[src/rtl/kernel_ctrl_pkg.sv]
// kernel_ctrl_pkg
//   Shared types and defaults for the kernel launch controller.
//   - state_t      : controller state encoding
//   - DEF_*        : default parameter values for the controller and its slots
//   - CNT_SAT_ALL  : all-ones pattern; the low CNT_WIDTH bits form the
//                    saturation value of the run-latency counter
package kernel_ctrl_pkg;

  typedef enum logic [1:0] {
    ST_IDLE = 2'd0,
    ST_RUN  = 2'd1,
    ST_DONE = 2'd2
  } state_t;

  localparam int unsigned DEF_NUM_ARGS     = 2;
  localparam int unsigned DEF_ARG_WIDTH    = 32;
  localparam int unsigned DEF_NUM_RES      = 1;
  localparam int unsigned DEF_RES_WIDTH    = 32;
  localparam int unsigned DEF_HAS_CONTINUE = 1;
  localparam int unsigned DEF_CNT_WIDTH    = 16;
  localparam int unsigned CNT_MAX_WIDTH    = 64;

  localparam logic [CNT_MAX_WIDTH-1:0] CNT_SAT_ALL = '1;

endpackage

[src/rtl/kernel_result_slot.sv]
// kernel_result_slot
//   One result capture channel: a data register plus a one-shot capture flag.
//   Ready is offered only while the controller is running and the slot has not
//   yet captured in the current launch.
//   Ports:
//     clk, rst   : clock, synchronous active-high reset
//     i_launch   : new launch accepted; clears the capture flag (data is kept)
//     i_run      : controller is in RUN
//     i_data     : kernel result data
//     i_valid    : kernel result valid
//     o_ready    : result ready back to the kernel
//     o_data     : captured result held for the host
//     o_done     : slot captured already, or is capturing this cycle
module kernel_result_slot
  import kernel_ctrl_pkg::*;
#(
  parameter int unsigned WIDTH = DEF_RES_WIDTH
) (
  input  logic             clk,
  input  logic             rst,
  input  logic             i_launch,
  input  logic             i_run,
  input  logic [WIDTH-1:0] i_data,
  input  logic             i_valid,
  output logic             o_ready,
  output logic [WIDTH-1:0] o_data,
  output logic             o_done
);

  logic             r_cap;
  logic [WIDTH-1:0] r_data;
  logic             w_hs;

  assign o_ready = i_run & ~r_cap;
  assign w_hs    = o_ready & i_valid;
  assign o_done  = r_cap | w_hs;
  assign o_data  = r_data;

  always_ff @(posedge clk) begin
    if (rst) begin
      r_cap  <= 1'b0;
      r_data <= '0;
    end else if (i_launch) begin
      // Captured data stays visible to the host until a new capture.
      r_cap <= 1'b0;
    end else if (w_hs) begin
      r_cap  <= 1'b1;
      r_data <= i_data;
    end
  end

endmodule

[src/rtl/kernel_launch_ctrl.sv]
// kernel_launch_ctrl
//   Bridges the ap_* block-level protocol to a valid/ready kernel. Arguments
//   are latched on launch and each offered once; results and the end token are
//   captured independently and held for the host. Run latency is counted.
//   Ports:
//     clk, rst                   : clock, synchronous active-high reset
//     ap_start/continue          : host launch request / result acknowledge
//     ap_ready/idle/done         : host status
//     args_in/out, args_valid/ready : argument channels
//     start_valid/ready          : control token channel
//     res_in, res_in_valid/ready : kernel result channels
//     end_valid/ready            : kernel end token
//     res_out                    : captured results
//     run_cycles                 : saturating RUN-cycle count
//
//   state | meaning
//   IDLE  | waiting for ap_start; ap_ready/ap_idle high
//   RUN   | offering args/start token, capturing results and end token
//   DONE  | results held; waits for ap_continue (or one cycle if none)
module kernel_launch_ctrl
  import kernel_ctrl_pkg::*;
#(
  parameter int unsigned NUM_ARGS     = DEF_NUM_ARGS,
  parameter int unsigned ARG_WIDTH    = DEF_ARG_WIDTH,
  parameter int unsigned NUM_RES      = DEF_NUM_RES,
  parameter int unsigned RES_WIDTH    = DEF_RES_WIDTH,
  parameter int unsigned HAS_CONTINUE = DEF_HAS_CONTINUE,
  parameter int unsigned CNT_WIDTH    = DEF_CNT_WIDTH
) (
  input  logic                          clk,
  input  logic                          rst,
  input  logic                          ap_start,
  input  logic                          ap_continue,
  output logic                          ap_ready,
  output logic                          ap_idle,
  output logic                          ap_done,
  input  logic [NUM_ARGS*ARG_WIDTH-1:0] args_in,
  output logic [NUM_ARGS*ARG_WIDTH-1:0] args_out,
  output logic [NUM_ARGS-1:0]           args_valid,
  input  logic [NUM_ARGS-1:0]           args_ready,
  output logic                          start_valid,
  input  logic                          start_ready,
  input  logic [NUM_RES*RES_WIDTH-1:0]  res_in,
  input  logic [NUM_RES-1:0]            res_in_valid,
  output logic [NUM_RES-1:0]            res_in_ready,
  input  logic                          end_valid,
  output logic                          end_ready,
  output logic [NUM_RES*RES_WIDTH-1:0]  res_out,
  output logic [CNT_WIDTH-1:0]          run_cycles
);

  localparam logic [CNT_WIDTH-1:0] CNT_SAT = CNT_SAT_ALL[CNT_WIDTH-1:0];

  state_t                        r_state;
  logic [NUM_ARGS*ARG_WIDTH-1:0] r_args;
  logic [NUM_ARGS-1:0]           r_sent;
  logic                          r_start_sent;
  logic                          r_end_cap;
  logic [CNT_WIDTH-1:0]          r_run_cycles;

  logic                          w_run;
  logic                          w_launch;
  logic [NUM_RES-1:0]            w_res_done;
  logic                          w_end_done;
  logic                          w_all_done;

  assign w_run    = (r_state == ST_RUN);
  assign w_launch = (r_state == ST_IDLE) & ap_start;

  assign ap_ready    = (r_state == ST_IDLE);
  assign ap_idle     = (r_state == ST_IDLE);
  assign ap_done     = (r_state == ST_DONE);
  assign args_out    = r_args;
  assign args_valid  = {NUM_ARGS{w_run}} & ~r_sent;
  assign start_valid = w_run & ~r_start_sent;
  assign end_ready   = w_run & ~r_end_cap;
  assign run_cycles  = r_run_cycles;

  // A channel handshaking in the final cycle counts as complete.
  assign w_end_done = r_end_cap | (end_ready & end_valid);
  assign w_all_done = (&w_res_done) & w_end_done;

  for (genvar j = 0; j < NUM_RES; j++) begin : g_res
    kernel_result_slot #(
      .WIDTH (RES_WIDTH)
    ) u_slot (
      .clk      (clk),
      .rst      (rst),
      .i_launch (w_launch),
      .i_run    (w_run),
      .i_data   (res_in[j*RES_WIDTH +: RES_WIDTH]),
      .i_valid  (res_in_valid[j]),
      .o_ready  (res_in_ready[j]),
      .o_data   (res_out[j*RES_WIDTH +: RES_WIDTH]),
      .o_done   (w_res_done[j])
    );
  end

  always_ff @(posedge clk) begin
    if (rst) begin
      r_state      <= ST_IDLE;
      r_args       <= '0;
      r_sent       <= '0;
      r_start_sent <= 1'b0;
      r_end_cap    <= 1'b0;
      r_run_cycles <= '0;
    end else begin
      case (r_state)
        ST_IDLE: begin
          if (ap_start) begin
            r_args       <= args_in;
            r_sent       <= '0;
            r_start_sent <= 1'b0;
            r_end_cap    <= 1'b0;
            r_run_cycles <= '0;
            r_state      <= ST_RUN;
          end
        end
        ST_RUN: begin
          r_sent       <= r_sent | (args_valid & args_ready);
          r_start_sent <= r_start_sent | (start_valid & start_ready);
          r_end_cap    <= w_end_done;
          if (r_run_cycles != CNT_SAT) begin
            r_run_cycles <= r_run_cycles + 1'b1;
          end
          // Unconsumed arguments are abandoned once the kernel has ended.
          if (w_all_done) begin
            r_state <= ST_DONE;
          end
        end
        ST_DONE: begin
          if ((HAS_CONTINUE == 0) || ap_continue) begin
            r_state <= ST_IDLE;
          end
        end
        default: r_state <= ST_IDLE;
      endcase
    end
  end

endmodule

[config.mk]
export PLATFORM = sky130hd
export DESIGN_NAME = kernel_launch_ctrl
export DESIGN_NICKNAME = d
export VERILOG_FILES = /design/src/rtl/kernel_ctrl_pkg.sv /design/src/rtl/kernel_result_slot.sv /design/src/rtl/kernel_launch_ctrl.sv
export SDC_FILE = /design/constraint.sdc
export NUM_CORES = 1
export LEC_CHECK = 0
export CAP_MARGIN = 5
export CORE_MARGIN = 3
export CORE_UTILIZATION = 45
export CTS_BUF_LIST = sky130_fd_sc_hd__clkbuf_8 sky130_fd_sc_hd__clkbuf_16
export DETAILED_ROUTE_END_ITERATION = 10
export PLACE_DENSITY = 0.86
export REMOVE_ABC_BUFFERS = 1
export SLEW_MARGIN = 25
export SYNTH_ARGS = -nofsm -noshare
export SYNTH_HDL_FRONTEND = slang
export SYNTH_HIERARCHICAL = 1
export SYNTH_SLANG_ARGS = --single-unit
export TNS_END_PERCENT = 30
[constraint.sdc]
create_clock -name clk -period 2.56 [get_ports clk]
set_input_delay 0.512 -clock clk [delete_from_list [all_inputs] [get_ports clk]]
set_output_delay 0.512 -clock clk [all_outputs]
set_load 0.05 [all_outputs]
==> summary.md, run 1 <==
| Metric | Value |
|---|---|
| Core area | 10500 µm² |
| Pins Over Slew Limit | 0 |
| Initial antenna violation count | 0 |
| Hold EP | args_out[20] |
| CTS Sinks | 119 |
| Top Family by Delay on Critical Path | buffers and inverters |
| Antenna viol nets, final | 0 |
| Most frequent cells after synthesis | nand2_1, dfxtp_1, a21oi_1, nand2b_1, mux2i_1 |
| Synth warnings | 6 |
| Post-route minimum period | 2.40 ns |
| Synth Flop Type | dfxtp_1 |
| Max frequency | 0.416 GHz |
| R2R cell count | 5 |
| Crit Reg-Reg Startpoint | run_cycles[0] |
| Detailed Routing Iterations Pass 1 | 5 |
| Finish-stage setup viols | 0 |
| Filler cells | 740 |
| Crit path arrival time | 1.89 ns |
| Met1 GRT Util | 27.9% |
| Hold Path Cell Cnt | 2 |
| Lkg Pwr | 2.88 nW |
| DRC violations left | 0 |
| Post-synth top area cell | dfxtp_1 |
| FFs w/ async S/R, synth | 0% |
| Number of global-route vias before repair | 4602 |
| Routability cong. | 0.938 |
| Die Ht | 110 µm |
| Final HPWL DP | 10700 µm |
| Initial Utilization | 46.8% |
| Ports | 225 |
| Mapped cell area | 4900 µm² |
| Port bufs | 224 |
| Layout cells sized above 1 | 7.29% |
| Critical Path RT | 2.05 ns |
| Slew of the pin with the lowest slew margin | 0.581 ns |
| Clk_lat worst skew | 0.51 ns |
| Post-synthesis register bit count | 119 |
| Area Growth Syn to Fin | 58.7% |
| Period Utilization, post-route | 93.9% |
| TritonCTS clock tree | built |
| Distinct cell type count of the synthesized netlist | 47 |
| Clock Skew | 0.00810 ns |
| Critical path buffer and inverter count | 1 |
| Num CTS Buffers | 17 |
| Largest buffer count on any clock path | 2 |
| Final hold vios | 0 |
| Most common cell in the synthesized netlist | nand2_1 |
| Clock Pin Slew Worst Setup and Hold Paths | 0.05 ns |
| Crit path max fanout | 8 |
| Pin count of the biggest net entering global routing | 50 |
| Die Wd | 110 µm |
| Worst Setup Start Kind | flop |
| Final Util | 74.3% |
| Routed WL | 15000 µm |
| Worst stage delay on the critical path | 0.88 ns |
| Sequential area share after synthesis | 48.6% |
| R2R setup slack | 0.43 ns |
| Vias/cell | 5.18 |
| Via count | 4826 |
| Crit path cell chain | clkdlybuf4s50_1 |
| Critical Path End Type | primary output |
| Aggregate global routing overflow | 0 |
| Synth top area share | 48.6% |
| H-tree levels | 4 |
| Global-route wire length before repair | 22700 µm |
| Slowest CP cell | clkdlybuf4s50_1 |
| Status | complete, no violations |
| Hold Crit Class | reg -> reg |
| Slew headroom | 61.2% |
| Busiest grt layer | met2 |
| Met2 global-route usage | 40.1% |
| Reg2reg end | run_cycles[9] |
| Post-synth EDFFs | 0 |
| Worst VDD drop | 0.000411 V |
| Setup TNS | 0 ns |
| Mapped Avg Cell Area | 8.61 µm² |
| GR Util met3 | 9.44% |
| Synth top area cells | dfxtp_1, nand2_1, nand2b_1 |
| PwrDens | 739 nW/µm² |
| Die area | 12200 µm² |
| Site Rows | 37 |
| CP Class | reg -> out |
| 1st-iter DRT viols | 375 |
| Final worst slack | 0.156 ns |
| RSZ-0062 raised after global routing | no |
| DP Worst Slack | 0.465 ns |
| Worst Hold Launch | args_out[20] |
| Synth Instances | 569 |
| Total inserted antenna cells | 0 |
| Total track usage | 23.8% |
| Maxcap violations | 0 |
| Nets | 890 |
| Root buffer cell | clkbuf_8 |
| Avg WL per Cell | 16.1 µm |
[power breakdown]
part	total, mW	internal [mW]	switching, mW
registers	2.03	1.97	0.0662
clock network	2.45	1.67	0.783
logic	1.26	0.473	0.791
total	5.75	4.11	1.64
[flip-flops by register name (all words and copies together), names as in the netlist]
| signal | cells |
|---|---|
| r_sent | 2 |
| r_end_cap | 1 |
| g_res.u_slot/r_cap | 1 |
| r_state | 2 |
| args_out | 64 |
| run_cycles | 16 |
| g_res.u_slot/o_data | 32 |
| r_start_sent | 1 |
[through the flow]
stage | power [mW] | hold slack (ns) | std cells | instance area (µm²)
2_1_floorplan | 2.78 | 0.483 | 531 | 4670
3_3_place_gp | 3.31 | 0.442 | 901 | 7150
3_5_place_dp | 3.34 | 0.445 | 901 | 7150
4_1_cts | 5.79 | 0.451 | 932 | 7770
5_1_grt | 5.96 | 0.480 | 932 | 7780
6_report | 5.75 | 0.451 | 932 | 7780
[what timing repair did]
item,CTS,global route
resized for setup,1,2
hold buffers,0,0
setup buffers,0,0
endpoints found under the setup margin,1,2
[how the worst max path moves through the flow]
stage | slack [ns] | start | to | depth (start not counted)
6_report | 0.16 | run_cycles[6] | run_cycles[6] | 1
5_1_grt | 0.05 | r_state[1] | res_in_ready | 4
4_1_cts | 0.01 | r_state[0] | ap_ready | 2
3_5_place_dp | 0.47 | run_cycles[0] | run_cycles[9] | 5
3_3_place_gp | 0.59 | r_state[0] | ap_idle | 2
2_1_floorplan | -2.64 | r_state[0] | g_res[0].u_slot/o_data[0] | 5
[cell type report]
class                      instances  area, µm²  share of cell area (%)
clock buffer                      21        469                    6.03
clock inverter                    10        153                    1.96
inverter                           7       26.3                   0.338
multi-input combinational        405       2260                    29.0
sequential                       119       2380                    30.6
tap                              136        170                    2.19
timing repair buffer             234       2320                    29.8
[placed cells by master, fill, tap and decap left out, drive strengths merged, types with 9 or more instances in the layout]
| cell type | Yosys | routed |
|---|---|---|
| clkdlybuf4s50 | 0 | 215 |
| nand2 | 134 | 134 |
| dfxtp | 119 | 119 |
| a21oi | 81 | 81 |
| nand2b | 66 | 66 |
| mux2i | 32 | 32 |
| clkbuf | 21 | 21 |
| buf | 17 | 16 |
| nor2 | 15 | 15 |
| nor3 | 13 | 13 |
| nand4 | 10 | 10 |
| inv | 6 | 9 |
[routing by layer]
layer / wire, µm / share of wire [%]
met5: 0 / 0
met4: 240 / 1.6
met3: 1690 / 11
met2: 7390 / 49
met1: 5670 / 38
[kinds of logic after synthesis]
| logic type | count (synthesis) | synth area share, % |
|---|---|---|
| flops | 119 | 48.6 |
| simple gates | 263 | 27.0 |
| fa+ha+maj | 1 | 0.255 |
| mux | 32 | 6.54 |
| buf+inv | 45 | 5.34 |
| compound gates | 109 | 12.3 |
(Power assumes the default switching activity.)
==> run 2: changes to the inputs <==
Settings changed: CORE_UTILIZATION 45 to 43, SYNTH_HIERARCHICAL 1 to unset.
==> summary.md, run 2 <==
| Metric | Value |
|---|---|
| Post-synth EDFFs | 0 (unchanged) |
| Die area | 11500 µm² (was 12200 µm²) |
| Worst VDD drop | 0.000441 V (was 0.000411 V) |
| Simple-gate portion of the synthesized area | 24.5% (was 27.0%) |
| Core area | 9860 µm² (was 10500 µm²) |
| Port bufs | 224 (unchanged) |
| Hold Crit Class | reg -> reg (unchanged) |
| R2R setup slack | 0.64 ns (was 0.43 ns) |
| Final hold vios | 0 (unchanged) |
| Routability cong. | 0.814 (was 0.938) |
| Layout cells sized above 1 | 5.97% (was 7.29%) |
| Multi-input gate area | 1860 µm² (was 2260 µm²) |
| Routed WL | 14000 µm (was 15000 µm) |
| Synth Area in Compound Gates | 17.1% (was 12.3%) |
| Synth top area cells | dfxtp_1, nand2_1, a21oi_1 (was dfxtp_1, nand2_1, nand2b_1) |
| Sequential cell area | 2380 µm² (unchanged) |
| Post-synthesis register bit count | 119 (unchanged) |
| Final Util | 73.6% (was 74.3%) |
| Synth Area in XOR/XNOR | 0% (unchanged) |
| Main combinational cell family by area after synthesis | simple AND/OR/NAND/NOR gates (unchanged) |
| Crit path from | r_state[1] (was run_cycles[6]) |
| Crit path max fanout | 6 (was 8) |
| Post-synth top area cell | dfxtp_1 (unchanged) |
| Hold WS | 0.452 ns (was 0.451 ns) |
| Commonest non-fill, non-tap cell in the layout | clkdlybuf4s50_1 (unchanged) |
| Number of global-route vias before repair | 4645 (was 4602) |
| Detailed Routing Iterations Pass 1 | 4 (was 5) |
| Site Rows | 36 (was 37) |
| Nets | 880 (was 890) |
| Final worst slack | 0.0382 ns (was 0.156 ns) |
| Wire length on met3 | 1010 µm (was 1690 µm) |
| Worst Setup Start Kind | flop (unchanged) |
| DP Worst Slack | 0.576 ns (was 0.465 ns) |
| Total inserted antenna cells | 0 (unchanged) |
| Post-CTS Setup Bufs | 0 (unchanged) |
| Synth top area share | 53.9% (was 48.6%) |
| Initial antenna violation count | 0 (unchanged) |
| Critical Path End Type | primary output (unchanged) |
| Period Utilization, post-route | 98.5% (was 93.9%) |
| Sequential area share after synthesis | 53.9% (was 48.6%) |
| Critical Path RT | 2.05 ns (about the same) |
| CP Class | reg -> out (unchanged) |
| Max reg flops | 64 (unchanged) |
| Post-route minimum period | 2.52 ns (was 2.40 ns) |
| Synth Flop Type | dfxtp_1 (unchanged) |
| Avg WL per Cell | 15.3 µm (was 16.1 µm) |
| Aggregate global routing overflow | 0 (unchanged) |
| Lkg Pwr | 2.66 nW (was 2.88 nW) |
| Worst Hold Launch | args_out[4] (was args_out[20]) |
| Number of hold buffers added after cts | 0 (unchanged) |
| Slew of the pin with the lowest slew margin | 0.564 ns (was 0.581 ns) |
| Highest Signal Layer | met4 (unchanged) |
| TritonCTS clock tree | built (unchanged) |
| Clock Pin Slew Worst Setup and Hold Paths | 0.06 ns (was 0.05 ns) |
| Pin count of the biggest net entering global routing | 73 (was 50) |
| Most frequent cells after synthesis | nand2_1, dfxtp_1, a21oi_1, clkbuf_1, nor2_1 (was nand2_1, dfxtp_1, a21oi_1, nand2b_1, mux2i_1) |
| Clk_lat worst skew | 0.51 ns (about the same) |
| Die Wd | 107 µm (was 110 µm) |
| Final HPWL DP | 9850 µm (was 10700 µm) |
| Mux share of post-synthesis cell area | 0.227% (was 6.54%) |
| Area Growth Syn to Fin | 64.4% (was 58.7%) |
| Mapped Avg Cell Area | 7.84 µm² (was 8.61 µm²) |
| Synth Instances | 564 (was 569) |
| Crit path arrival time | 2.01 ns (was 1.89 ns) |
| Met1 wire length | 5350 µm (was 5670 µm) |
| CTS Sinks | 119 (unchanged) |
| Filler cells | 709 (was 740) |
| PwrDens | 718 nW/µm² (was 739 nW/µm²) |
| Crit Reg-Reg Startpoint | run_cycles[0] (unchanged) |
| Clock Skew | 0.00697 ns (was 0.00810 ns) |
| Max frequency | 0.397 GHz (was 0.416 GHz) |
| Pins Over Slew Limit | 0 (unchanged) |
| Wire length on met2 | 7200 µm (was 7390 µm) |
| Most common cell in the synthesized netlist | nand2_1 (unchanged) |
| Antenna viol nets, final | 0 (unchanged) |
| Most frequent cells in the layout | clkdlybuf4s50_1, nand2_1, dfxtp_1 (unchanged) |
| Global-route wire length before repair | 22200 µm (was 22700 µm) |
| Ports | 225 (unchanged) |
| Adder-cell area share of the yosys netlist | 0.283% (was 0.255%) |
| DRC violations left | 0 (unchanged) |
| Slew headroom | 62.3% (was 61.2%) |
| Finish-stage setup viols | 0 (unchanged) |
| Status | complete, no violations (unchanged) |
| Distinct cell type count of the synthesized netlist | 36 (was 47) |
| FFs w/ async S/R, synth | 0% (unchanged) |
| Mapped cell area | 4420 µm² (was 4900 µm²) |
| Die Ht | 107 µm (was 110 µm) |
| Maxcap violations | 0 (unchanged) |
| Root buffer cell | clkbuf_8 (unchanged) |
| Synth warnings | 0 (was 6) |
| 1st-iter DRT viols | 351 (was 375) |
| Vias/cell | 5.09 (was 5.18) |
| Num CTS Buffers | 17 (unchanged) |
| H-tree levels | 4 (unchanged) |
| Via count | 4687 (was 4826) |
| RSZ-0062 raised after global routing | no (unchanged) |
| Initial Utilization | 44.8% (was 46.8%) |
| Largest buffer count on any clock path | 2 (unchanged) |
| Total track usage | 24.0% (was 23.8%) |
run 2: cell types whose count changed in the layout (fill, tap and decap cells not counted), sizes merged, moves of 5 or more:
cell    previous run  this run
nor2              15        20
mux2i             32         1
a21oi             81       115
nand2            134       204
nand2b            66         2
nand4             10         3
run 2: worst paths after layout:
kind | end | cells past startpoint
worst min register to register | args_out[4] | 2
worst max register to register | run_cycles[6] | 5
worst max-delay path | ap_ready | 2
worst min-delay path | args_out[4] | 2
run 2: worst max-delay path: stages, from the launching register on:
cell and delay [ns]:
dfxtp_1 0.35, nor2_1 0.28, clkdlybuf4s50_1 0.87
run 2: layout make-up:
type | instances | area share [%]
Inverter | 1 | 0.0517
Tap cell | 133 | 2.29
Sequential cell | 119 | 32.8
Timing Repair Buffer | 231 | 32.0
Clock buffer | 18 | 5.89
Clock inverter | 14 | 1.31
Multi-Input combinational cell | 404 | 25.7
run 2: logic make-up after synthesis:
group / Yosys count
AO/OA/AOI/OAI: 142
adder cells (fa/ha/maj): 1
flip-flops: 119
multiplexers: 1
buffers and inverters: 41
AND/OR/NAND/NOR: 260
run 2: what timing repair did:
| action | in CTS | in global routing |
|---|---|---|
| endpoints found under the setup margin | 0 | 3 |
| resized for setup | 0 | 2 |
| endpoints found under the hold margin | 0 | 0 |
run 2: report_power, final:
| part | switching (mW) | internal [mW] |
|---|---|---|
| clock | 0.796 | 1.28 |
| sequential | 0.0578 | 1.96 |
| combinational | 0.704 | 0.421 |
run 2: layer usage:
layer / track usage [%] / up-vias
met1: 25.8 / 2152
li1: - / 2303
met2: 42.8 / 188
met3: 7.08 / 44
met4: 11.5 / 0
met5: 0 / -
run 2: through the flow:
stage | std cells | cell area, µm² | TNS, ns | power, mW
final | 920 | 7260 | 0 | 5.22
after global placement | 888 | 6740 | 0 | 3.15
after global routing | 920 | 7260 | 0 | 5.43
after floorplan | 524 | 4250 | -63.39 | 2.67
after detailed placement | 888 | 6740 | 0 | 3.18
after CTS | 920 | 7260 | 0 | 5.26
==> run 3: changes to the inputs <==
Settings changed: SKIP_CTS_REPAIR_TIMING set to 1.
==> results of run 3 <==
The final DEF is identical to that of run 2; final timing and power are the same.
